### src/rtl/flappy_game_ctrl_if.sv
// Game-controller <-> renderer bundle: per-frame strobes/inputs in, drawable coordinates out.
// pipe_x packs pipe i at [10i+9:10i], gap_y packs gap i at [9i+8:9i].
interface flappy_game_ctrl_if;
    localparam int unsigned YW = 9;
    localparam int unsigned XW = 10;
    localparam int unsigned NP = 4;

    logic               frame_tick;
    logic               flap;
    logic               collide;
    logic [YW-1:0]      bird_y;
    logic [NP*XW-1:0]   pipe_x;
    logic [NP*YW-1:0]   gap_y;
    logic [7:0]         score;
    logic [1:0]         state;

    modport master (
        input  frame_tick, flap, collide,
        output bird_y, pipe_x, gap_y, score, state
    );

    modport slave (
        output frame_tick, flap, collide,
        input  bird_y, pipe_x, gap_y, score, state
    );
endinterface

### src/rtl/flappy_game_ctrl.sv
// Per-frame flappy-bird state engine: bird physics, scrolling pipes, score, IDLE/PLAY/DEAD FSM.
// Build macro GOD_MODE_EN: collisions and floor contact never kill; bird rests on the floor.
module flappy_game_ctrl #(
    parameter int unsigned BIRD_Y_INIT  = 225,
    parameter int unsigned BIRD_X       = 100,
    parameter int unsigned BIRD_H       = 30,
    parameter int unsigned GRAVITY      = 1,
    parameter int unsigned FLAP_VEL     = 6,
    parameter int unsigned MAX_FALL     = 8,
    parameter int unsigned PIPE_SPEED   = 1,
    parameter int unsigned PIPE_SPACING = 160,
    parameter int unsigned DEAD_FRAMES  = 60
) (
    input  logic               clk,
    input  logic               reset,
    flappy_game_ctrl_if.master bus
);
    localparam int unsigned YW        = 9;
    localparam int unsigned YSW       = YW + 2;
    localparam int unsigned XW        = 10;
    localparam int unsigned VW        = 6;
    localparam int unsigned VSW       = VW + 1;
    localparam int unsigned SW        = 8;
    localparam int unsigned SSW       = SW + 1;
    localparam int unsigned CW        = 7;
    localparam int unsigned NP        = 4;
    localparam int unsigned LW        = 16;
    localparam int unsigned FLOOR_Y   = 479 - BIRD_H;
    localparam int unsigned SCORE_MAX = 255;

    localparam logic signed [YSW-1:0] FLOOR_S    = YSW'(FLOOR_Y);
    localparam logic signed [VW-1:0]  FLAP_V     = -VW'(FLAP_VEL);
    localparam logic signed [VSW-1:0] MAX_FALL_W = VSW'(MAX_FALL);
    localparam logic [XW-1:0]         WRAP_ADD   = XW'(4 * PIPE_SPACING - PIPE_SPEED);
    localparam logic [LW-1:0]         LFSR_SEED  = 16'hACE1;

    localparam logic [NP-1:0][XW-1:0] PIPE_INIT = {
        XW'(520 + 3 * PIPE_SPACING), XW'(520 + 2 * PIPE_SPACING),
        XW'(520 + PIPE_SPACING),     XW'(520)
    };
    localparam logic [NP-1:0][YW-1:0] GAP_INIT = {YW'(240), YW'(180), YW'(300), YW'(100)};

    typedef enum logic [1:0] {
        ST_IDLE = 2'd0,
        ST_PLAY = 2'd1,
        ST_DEAD = 2'd2
    } state_e;

    state_e                  state_q, state_d;
    logic [YW-1:0]           bird_y_q, bird_y_d;
    logic signed [VW-1:0]    vel_q, vel_d;
    logic [NP-1:0][XW-1:0]   pipe_x_q, pipe_x_d, pipe_nx;
    logic [NP-1:0][YW-1:0]   gap_y_q, gap_y_d, gap_nx;
    logic [SW-1:0]           score_q, score_d;
    logic [CW-1:0]           dead_cnt_q, dead_cnt_d;
    logic                    flap_pend_q, flap_pend_d;
    logic                    hit_pend_q, hit_pend_d;
    logic                    flap_prev_q;
    logic [LW-1:0]           lfsr_q, lfsr_d;

    logic                    flap_now;
    logic                    hit_now;
    logic                    floor_hit;
    logic signed [YSW-1:0]   y_sum;
    logic [YW-1:0]           y_clamp;
    logic signed [VSW-1:0]   vel_sum;
    logic signed [VW-1:0]    vel_grav;
    logic [2:0]              cross_cnt;
    logic [SSW-1:0]          score_sum;
    logic [SW-1:0]           score_sat;

    // Pending events include this cycle's input so a same-cycle tick consumes them.
    assign flap_now = flap_pend_q | (bus.flap & ~flap_prev_q);
    assign hit_now  = hit_pend_q | ((state_q == ST_PLAY) & bus.collide);
    assign lfsr_d   = {lfsr_q[LW-2:0], lfsr_q[15] ^ lfsr_q[13] ^ lfsr_q[12] ^ lfsr_q[10]};

    always_ff @(posedge clk) begin
        if (!reset) begin
            state_q     <= ST_IDLE;
            bird_y_q    <= YW'(BIRD_Y_INIT);
            vel_q       <= '0;
            pipe_x_q    <= PIPE_INIT;
            gap_y_q     <= GAP_INIT;
            score_q     <= '0;
            dead_cnt_q  <= '0;
            flap_pend_q <= 1'b0;
            hit_pend_q  <= 1'b0;
            flap_prev_q <= 1'b0;
            lfsr_q      <= LFSR_SEED;
        end else begin
            state_q     <= state_d;
            bird_y_q    <= bird_y_d;
            vel_q       <= vel_d;
            pipe_x_q    <= pipe_x_d;
            gap_y_q     <= gap_y_d;
            score_q     <= score_d;
            dead_cnt_q  <= dead_cnt_d;
            flap_pend_q <= flap_pend_d;
            hit_pend_q  <= hit_pend_d;
            flap_prev_q <= bus.flap;
            lfsr_q      <= lfsr_d;
        end
    end

    // One PLAY frame worth of motion, evaluated from the current registered state.
    always_comb begin
        y_sum = $signed({2'b00, bird_y_q}) + $signed({{(YSW - VW){vel_q[VW-1]}}, vel_q});
        floor_hit = (y_sum >= FLOOR_S);
        if (y_sum[YSW-1]) begin
            y_clamp = '0;
        end else if (floor_hit) begin
            y_clamp = YW'(FLOOR_Y);
        end else begin
            y_clamp = y_sum[YW-1:0];
        end

        vel_sum = $signed({vel_q[VW-1], vel_q}) + $signed(VSW'(GRAVITY));
        if (vel_sum > MAX_FALL_W) begin
            vel_grav = VW'(MAX_FALL);
        end else begin
            vel_grav = vel_sum[VW-1:0];
        end

        cross_cnt = '0;
        for (int i = 0; i < int'(NP); i++) begin
            gap_nx[i] = gap_y_q[i];
            if (pipe_x_q[i] < XW'(PIPE_SPEED)) begin
                pipe_nx[i] = pipe_x_q[i] + WRAP_ADD;
                gap_nx[i]  = YW'(40) + YW'(lfsr_q[7:0]);
            end else begin
                pipe_nx[i] = pipe_x_q[i] - XW'(PIPE_SPEED);
            end
            if ((pipe_x_q[i] > XW'(BIRD_X)) && (pipe_nx[i] <= XW'(BIRD_X))) begin
                cross_cnt = cross_cnt + 3'd1;
            end
        end

        score_sum = {1'b0, score_q} + SSW'(cross_cnt);
        if (score_sum > SSW'(SCORE_MAX)) begin
            score_sat = SW'(SCORE_MAX);
        end else begin
            score_sat = score_sum[SW-1:0];
        end
    end

    // Game FSM: everything except event capture moves only on frame_tick.
    always_comb begin
        state_d     = state_q;
        bird_y_d    = bird_y_q;
        vel_d       = vel_q;
        pipe_x_d    = pipe_x_q;
        gap_y_d     = gap_y_q;
        score_d     = score_q;
        dead_cnt_d  = dead_cnt_q;
        flap_pend_d = flap_now;
        hit_pend_d  = (state_q == ST_PLAY) ? hit_now : 1'b0;

        if (bus.frame_tick) begin
            flap_pend_d = 1'b0;
            hit_pend_d  = 1'b0;
        end

        case (state_q)
            ST_IDLE: begin
                if (bus.frame_tick && flap_now) begin
                    state_d = ST_PLAY;
                    vel_d   = FLAP_V;
                end
            end
            ST_PLAY: begin
                if (bus.frame_tick) begin
                    bird_y_d = y_clamp;
                    vel_d    = flap_now ? FLAP_V : vel_grav;
                    pipe_x_d = pipe_nx;
                    gap_y_d  = gap_nx;
                    score_d  = score_sat;
`ifdef GOD_MODE_EN
                    if (floor_hit && !flap_now) begin
                        vel_d = '0;
                    end
`else
                    if (hit_now || floor_hit) begin
                        state_d    = ST_DEAD;
                        dead_cnt_d = '0;
                    end
`endif
                end
            end
            ST_DEAD: begin
                if (bus.frame_tick) begin
                    if ((dead_cnt_q >= CW'(DEAD_FRAMES)) && flap_now) begin
                        state_d    = ST_IDLE;
                        bird_y_d   = YW'(BIRD_Y_INIT);
                        vel_d      = '0;
                        pipe_x_d   = PIPE_INIT;
                        gap_y_d    = GAP_INIT;
                        score_d    = '0;
                        dead_cnt_d = '0;
                    end else if (dead_cnt_q < CW'(DEAD_FRAMES)) begin
                        dead_cnt_d = dead_cnt_q + CW'(1);
                    end
                end
            end
            default: begin
                state_d = ST_IDLE;
            end
        endcase
    end

    assign bus.bird_y = bird_y_q;
    assign bus.pipe_x = pipe_x_q;
    assign bus.gap_y  = gap_y_q;
    assign bus.score  = score_q;
    assign bus.state  = state_q;
endmodule

### src/flat_wrapper.sv
// flat-port wrapper written by rule: the top's interface ports become plain ports
module flappy_game_ctrl_flat 
#(
    parameter int unsigned BIRD_Y_INIT  = 225,
    parameter int unsigned BIRD_X       = 100,
    parameter int unsigned BIRD_H       = 30,
    parameter int unsigned GRAVITY      = 1,
    parameter int unsigned FLAP_VEL     = 6,
    parameter int unsigned MAX_FALL     = 8,
    parameter int unsigned PIPE_SPEED   = 1,
    parameter int unsigned PIPE_SPACING = 160,
    parameter int unsigned DEAD_FRAMES  = 60
)
  (clk, reset, bus_frame_tick, bus_flap, bus_collide, bus_bird_y, bus_pipe_x, bus_gap_y, bus_score, bus_state);
  flappy_game_ctrl_if bus_i ();
  input  logic clk;
  input  logic reset;
  input wire logic [$bits(bus_i.frame_tick)-1:0] bus_frame_tick;
  input wire logic [$bits(bus_i.flap)-1:0] bus_flap;
  input wire logic [$bits(bus_i.collide)-1:0] bus_collide;
  output wire logic [$bits(bus_i.bird_y)-1:0] bus_bird_y;
  output wire logic [$bits(bus_i.pipe_x)-1:0] bus_pipe_x;
  output wire logic [$bits(bus_i.gap_y)-1:0] bus_gap_y;
  output wire logic [$bits(bus_i.score)-1:0] bus_score;
  output wire logic [$bits(bus_i.state)-1:0] bus_state;
  assign bus_i.frame_tick = bus_frame_tick;
  assign bus_i.flap = bus_flap;
  assign bus_i.collide = bus_collide;
  assign bus_bird_y = bus_i.bird_y;
  assign bus_pipe_x = bus_i.pipe_x;
  assign bus_gap_y = bus_i.gap_y;
  assign bus_score = bus_i.score;
  assign bus_state = bus_i.state;
  flappy_game_ctrl #(.BIRD_Y_INIT(BIRD_Y_INIT), .BIRD_X(BIRD_X), .BIRD_H(BIRD_H), .GRAVITY(GRAVITY), .FLAP_VEL(FLAP_VEL), .MAX_FALL(MAX_FALL), .PIPE_SPEED(PIPE_SPEED), .PIPE_SPACING(PIPE_SPACING), .DEAD_FRAMES(DEAD_FRAMES)) u_core (.clk(clk), .reset(reset), .bus(bus_i));
endmodule
### config.mk
export PLATFORM = sky130hd
export DESIGN_NAME = flappy_game_ctrl_flat
export DESIGN_NICKNAME = d
export VERILOG_FILES = /design/src/rtl/flappy_game_ctrl_if.sv /design/src/rtl/flappy_game_ctrl.sv /design/src/flat_wrapper.sv
export SDC_FILE = /design/constraint.sdc
export NUM_CORES = 1
export LEC_CHECK = 0
export CORE_MARGIN = 5
export CORE_UTILIZATION = 44
export DETAILED_ROUTE_END_ITERATION = 12
export HOLD_SLACK_MARGIN = 0.12
export PLACE_DENSITY_LB_ADDON = 0.1
export SKIP_CTS_REPAIR_TIMING = 1
export SLEW_MARGIN = 20
export SYNTH_ARGS = -nofsm -noshare
export SYNTH_HDL_FRONTEND = slang
export SYNTH_SLANG_ARGS = --single-unit
### constraint.sdc
create_clock -name clk -period 8.25 [get_ports clk]
set_input_delay 1.65 -clock clk [delete_from_list [all_inputs] [get_ports clk]]
set_output_delay 1.65 -clock clk [all_outputs]
set_load 0.02 [all_outputs]
==> results of run 1 <==
-- per-stage QoR --
stage	std cells	setup slack, ns	util [%]
after floorplan	892	3.754	-
after global placement	1166	3.462	52.10
after detailed placement	1166	3.404	52.10
after CTS	1197	3.377	55.74
after global routing	1197	2.907	55.74
final	1197	3.364	55.74
-- worst max-delay path, stage by stage, from the launching register on --
cell	delay (ns)
dfxtp_1	0.35
inv_1	0.15
ha_1	0.25
or3b_4	0.43
nor4_1	0.35
a21oi_1	0.13
o31ai_1	0.23
nand2_1	0.10
or2_2	0.29
ha_1	0.30
xnor2_1	0.24
xnor2_1	0.15
ha_1	0.18
inv_1	0.05
fa_1	0.39
inv_1	0.07
a21o_1	0.15
nor2b_1	0.22
nand3_1	0.26
a41oi_1	0.28
o21ai_0	0.09
nor2_1	0.15
-- sequential cells by signal, summed over array words and instances (netlist names) --
signal and count:
u_core.flap_prev_q 1, u_core.bus.pipe_x 40, u_core.lfsr_q 16, u_core.flap_pend_q 1, u_core.bus.score 8, u_core.bus.state 2
u_core.vel_q 6, u_core.bus.bird_y 9, u_core.bus.gap_y 36, u_core.dead_cnt_q 7, u_core.hit_pend_q 1
-- final cells by class --
cell class	count	area, sq um	area share, %
inverters	37	138.9	1.557
flip-flops and latches	127	2542	28.51
multi-input cells	681	4354	48.82
clock buffers	18	429.2	4.812
well taps	216	270.3	3.030
repair buffers	105	1031	11.56
clock inverters	13	152.6	1.712
-- placed cells by master (no fill, tap or decap), types with 5 or more instances in the layout --
cell	Yosys	final
xnor2_1	15	15
a31oi_1	16	16
or3_1	9	9
nand2_1	86	86
o22ai_1	9	9
nand4b_1	5	5
nor2b_1	8	8
o211ai_1	17	17
nand3b_1	7	7
inv_1	36	36
ha_1	36	35
nor3_1	29	29
a211oi_1	7	7
and2_1	12	12
mux2i_1	25	25
inv_6	0	7
a21oi_1	66	66
nand3_1	28	28
a21o_1	8	8
clkdlybuf4s50_1	0	98
dfxtp_1	127	127
buf_4	0	6
clkbuf_16	0	17
nor2_1	108	108
nand4_1	7	7
o21a_1	12	12
o21ai_0	52	52
xor2_1	9	9
nand2b_1	18	18
-- synthesized netlist by cell type, types with 7 or more instances --
cell / number
nor2_1: 108
nand4_1: 7
dfxtp_1: 127
nor2b_1: 8
inv_1: 36
ha_1: 36
o21ai_0: 52
buf_2: 9
a211oi_1: 7
nand2_1: 86
nand3_1: 28
o211ai_1: 17
xnor2_1: 15
nand2b_1: 18
a31oi_1: 16
o21a_1: 12
clkbuf_1: 37
or3_1: 9
a21oi_1: 66
a21o_1: 8
and2_1: 12
o22ai_1: 9
nor3_1: 29
mux2i_1: 25
xor2_1: 9
nand3b_1: 7
-- cell families after synthesis --
group	Yosys count	synth area share [%]
xor gates and xnor gates	24	2.916
buffers and inverters	84	4.529
AOI/OAI and AO/OA	241	22.22
adders and majority gates	38	6.803
muxes	27	3.783
and+or+nand+nor	351	24.49
DFF	127	35.27
-- routing by layer --
layer	routed length, um	vias to the layer above
met4	320	0
met5	0	-
li1	-	3360
met3	800	25
met1	9060	3162
met2	9021	151
-- power by group through the flow --
stage / Clock (mW) / Sequential (mW) / Combinational (mW)
3_3_place_gp: 0 / 0.826 / 1.12
3_5_place_dp: 0 / 0.827 / 1.12
5_1_grt: 0.792 / 0.829 / 1.23
4_1_cts: 0.762 / 0.814 / 1.13
2_1_floorplan: 0 / 0.893 / 0.707
6_report: 0.751 / 0.813 / 1.12
-- path summary, 6_finish.rpt --
path / from / end / slack, ns / depth (start not counted)
setup / recovery: u_core.bus.pipe_x[0] / u_core.bus.score[4] / 3.36 / 21
hold / removal: u_core.lfsr_q[14] / u_core.lfsr_q[15] / 0.41 / 1
setup reg to reg: u_core.bus.pipe_x[0] / u_core.bus.score[4] / 3.36 / 21
hold reg to reg: u_core.lfsr_q[14] / u_core.lfsr_q[15] / 0.41 / 1
==> results.md, run 1 <==
* Status: finished clean
* Hold Path Class: reg2reg
* Post-synth top area share at 35.27%
* Clock power frac at between 20 and 30%
* WL final at 19.20 mm
* Fraction of layout cells with a size suffix above 1 at 7.136%
* Most area-hungry cell type in the Yosys netlist: dfxtp_1
* Final Max Slew Viols at 0
* Pin count of the biggest net entering global routing at 78
* 1st-iter DRT viols at approximately 400
* Sequential area share after synthesis at around a third
* WS Path Type: reg2reg
* Max-slew headroom at 46.81%
* Max IR drop VDD at approximately 0.00018 V
* Die area at 19,050 sq um
* Switch share at 39.72%
* Initial antenna violation count at 0
* Routed Antenna Nets at 0
* Fraction of power consumed by sequential logic at approximately 30%
* CTS Buf Count at 17
* Layout fillers at 1,516
* Layer carrying the most global-route usage: met2
* Worst-skew pair later-pin latency at between 0.4 and 0.5 ns
* Warning count from the yosys run at 0
* Critical Path RT at 8.61 ns
* Wire per inst at 16.04 um
* Vias at between 6,000 and 7,000
* Leakage Power at between 3 and 4 nW
* Worst EP arrival at ~5.2 ns
* GR Layer Usage met2 at ~33%
* Final nets at between 1,000 and 1,500
* Max-cap violations at 0
* Worst Path Max Fanout at 7
* Final Hold Vio Count at 0
* CP endpoint kind: register
* Grt total ovfl at 0
* Period utilization at 59.22%
* P_sw at 1.067 mW
* Final min period at roughly 4.9 ns
* I/O Pins at 100
* P per Cell Area at 301.2 nW/um^2
* Vias in the first global route at 6,189
* Synthesized netlist cell count at 892
* Setup TNS at 0 ns
* Final setup violation count at 0
* Met1 Resource Use GR at 25.86%
* Power Internal at between 1.5 and 2 mW
* Ys async rst share at 0%
* CTS tree: built
* GRT Overall Usage at 19.63%
* Unrepaired setup endpoints after global routing: no
* Netlist cell types at 79
* Max clock buf depth at 2
* Placed Area at 8337 sq um
* Yosys reg bits at 127
* Met3 Use GR at 4.069%
* Row cnt at 46
* Fmax at 204.7 MHz
* Syn avg cell area at approximately 8 sq um
* Die Ht at around 140 um
* Die width at ~140 um
* First-pass GRT wire length at ~31 mm
* Slew @ Worst Pin at 0.7978 ns
* Synth area leaders: dfxtp_1, ha_1, nor2_1
* DRC at 0
* Post-synthesis cell area at 7209 sq um
* Vias per std cell at 5.596
* Clk slew on worst S/H paths at roughly 0.06 ns
* Placed wire-length estimate at 12.94 mm
* Post-route cell area at roughly 9000 sq um
* Syn Nets at 935
* Initial Utilization at 45.06%
* Global placement routability congestion at 0.8730
* Core box area at 16,000 sq um
* CTS root buf: clkbuf_16
* Number of synthesized flops with an enable pin at 0
* Fin Clk Skew at 0.008949 ns
* Worst hold slack at 0.4117 ns
* Initial DRT Pass Iterations at 5
* P&R area growth vs syn at 23.71%
* Combinational power share at 41.8%
* ANT cells at 0
* Total power draw at 2.686 mW
* CTS Sinks at around 130
* Most used DFF post-synth: dfxtp_1
* H-tree Lvls at 4
* IO buf count at 99
* Critical Path Source Type: register
Note: power is estimated with default switching activity, not from simulation.
==> run 2: changes to the inputs <==
clock period = 4.2 ns   (was 8.25 ns; I/O delays follow)
==> run 2 against run 1 <==
  * Combinational power up 110%
  * Power up 97%
  * Clock-buffer cell count did not move
  * Worst setup slack got worse by 3.2 ns
  * Largest cell class unchanged
  * Clock power is 81% higher
  * Flip-flop and latch count stayed put
  * Clock skew increased by 0.0045 ns
==> results.md, run 2 (synthesis results as in run 1) <==
* Final Max Slew Viols at 0
* Max clock buf depth at 2
* P per Cell Area at 568.4 nW/um^2
* Fin Clk Skew at around 0.013 ns
* Max IR drop VDD at 0.0004262 V
* Total power draw at 5.289 mW
* Initial Utilization at 45.06%
* Most common cell after layout, fill and taps aside: dfxtp_1
* First-pass GRT wire length at ~32 mm
* CP endpoint kind: register
* WL met3 at 953 um
* GRT Overall Usage at between 20% and 30%
* Critical Path RT at ~4.6 ns
* Core box area at ~16,000 sq um
* DRC at 0
* CP cell instances: inv_2 > ha_2 > nand3_2 > nor3_2 > a21oi_1 > or3_1 > a221o_1 > ha_4 > xnor2_4 > xnor2_1 > ha_2 > inv_1 > fa_2 > inv_1 > a21o_1 > nor2b_4 > nand3_4 > a41oi_2 > o21ai_1 > nor2_1
* Place WS at -0.02644 ns
* I/O Pins at 100
* CTS root buf: clkbuf_16
* Slowest cell on crit path: a221o_1
* Vias in the first global route at between 6,000 and 7,000
* Worst EP arrival at 4.34 ns
* Final Hold Vio Count at 0
* Period utilization at 94.94%
* Leakage Power at 3.614 nW
* Final core occ at 58.16%
* Register Area at 2546 sq um
* CTS tree: built
* WL final at ~20 mm
* Initial antenna violation count at 0
* Fmax at about 250 MHz
* Die width at about 140 um
* Final min period at 3.988 ns
* Multi-input gate area at between 4000 and 5000 sq um
* Hold Path Class: reg2reg
* Most frequent cells in the layout: dfxtp_1, nor2_1, clkdlybuf4s50_1
* CP peak stage delay at 0.40 ns
* Worst-skew pair later-pin latency at around 0.42 ns
* Unrepaired setup endpoints after global routing: yes
* Final setup violation count at 0
* Row cnt at 46
* CTS Sinks at 127
* ANT cells at 0
* Worst hold slack at 0.4007 ns
* Final nets at 1,048
* Layout fillers at 1,507
* CTS Buf Count at 17
* Post-Layout Cell Count at 1,233
* Die Ht at 138.0 um
* Max reg flops at 40
* Global placement routability congestion at just under 0.9
* Slew @ Worst Pin at 0.8900 ns
* Placed wire-length estimate at ~13 mm
* WS Path Type: reg2reg
* Vias per std cell at 5.549
* Clk slew on worst S/H paths at roughly 0.060 ns
* Critical Path Source Type: register
* Wire per inst at 15.91 um
* Met1 wire length at 9.402 mm
* Final Worst Setup Slack at 0.2125 ns
* Routed Antenna Nets at 0
* Top Layer Used: met4
* Vias at 6,842
* Die area at 19,050 sq um
* Met2 wire length at 9.014 mm
* Initial DRT Pass Iterations at 5
* Pin count of the biggest net entering global routing at 77
* Worst Path Max Fanout at 7
* Fraction of layout cells with a size suffix above 1 at about an eighth
* Grt total ovfl at 0
* R2r setup slk at between 0.2 and 0.25 ns
* IO buf count at between 90 and 100
* H-tree Lvls at 4
* Status: finished clean
* Dpl cells at 1,197
* 1st-iter DRT viols at 347
* Max-slew headroom at 40.58%
* Max-cap violations at 0
* P&R area growth vs syn at 29.07%
run 2: changes by cell type in the layout (fill, tap and decap cells not counted), sizes merged:
| cell | change |
|---|---|
| bufinv | -2 |
| buf | +36 |
| inv | -2 |
| clkinv | +5 |
| clkinvlp | -1 |
run 2: final timing paths:
kind                          from  cells after the start                  end
max          u_core.bus.pipe_x[10]                     20  u_core.bus.score[4]
max reg2reg  u_core.bus.pipe_x[10]                     20  u_core.bus.score[4]
min reg2reg       u_core.lfsr_q[9]                      1    u_core.lfsr_q[10]
min               u_core.lfsr_q[9]                      1    u_core.lfsr_q[10]
run 2: layout make-up:
class,instances,area share (%)
Sequential cell,127,27.36
Timing Repair Buffer,141,13.98
Multi-Input combinational cell,681,48.38
Clock buffer,18,4.720
Inverter,37,1.493
Tap cell,216,2.904
Clock inverter,13,1.156
run 2: report_power, final:
| group | total (mW) | switching [mW] | internal (mW) | leakage (nW) |
|---|---|---|---|---|
| logic | 2.35 | 1.35 | 0.998 | 2.31 |
| registers | 1.58 | 0.181 | 1.40 | 1.04 |
| clock network | 1.36 | 0.580 | 0.778 | 0.264 |
| total | 5.29 | 2.11 | 3.17 | 3.61 |
run 2: through the flow:
| step | TNS, ns | area, sq um |
|---|---|---|
| floorplan | 0 | 7248 |
| global placement | 0 | 8608 |
| detailed placement | -0.02644 | 8608 |
| CTS | -0.1466 | 9155 |
| global route | -0.1135 | 9305 |
| finish | 0 | 9305 |
run 2: routing by layer:
metal / GRT usage [%] / vias up
met5: 0 / -
met4: 5.252 / 0
met3: 5.034 / 19
met2: 32.27 / 159
met1: 27.09 / 3223
li1: - / 3441
run 2: critical path: cells and delay by family (launching register included):
kind | cells | cell delay (ns)
xor+xnor | 2 | 0.33
compound gates | 5 | 0.94
simple gates | 6 | 1.11
fa+ha+maj | 4 | 1.04
buf+inv | 3 | 0.19
flops | 1 | 0.32
==> run 3: changes to the inputs <==
CAP_MARGIN = 20   (was unset)
==> results of run 3 <==
The final DEF is identical to that of run 2; final timing and power are the same.
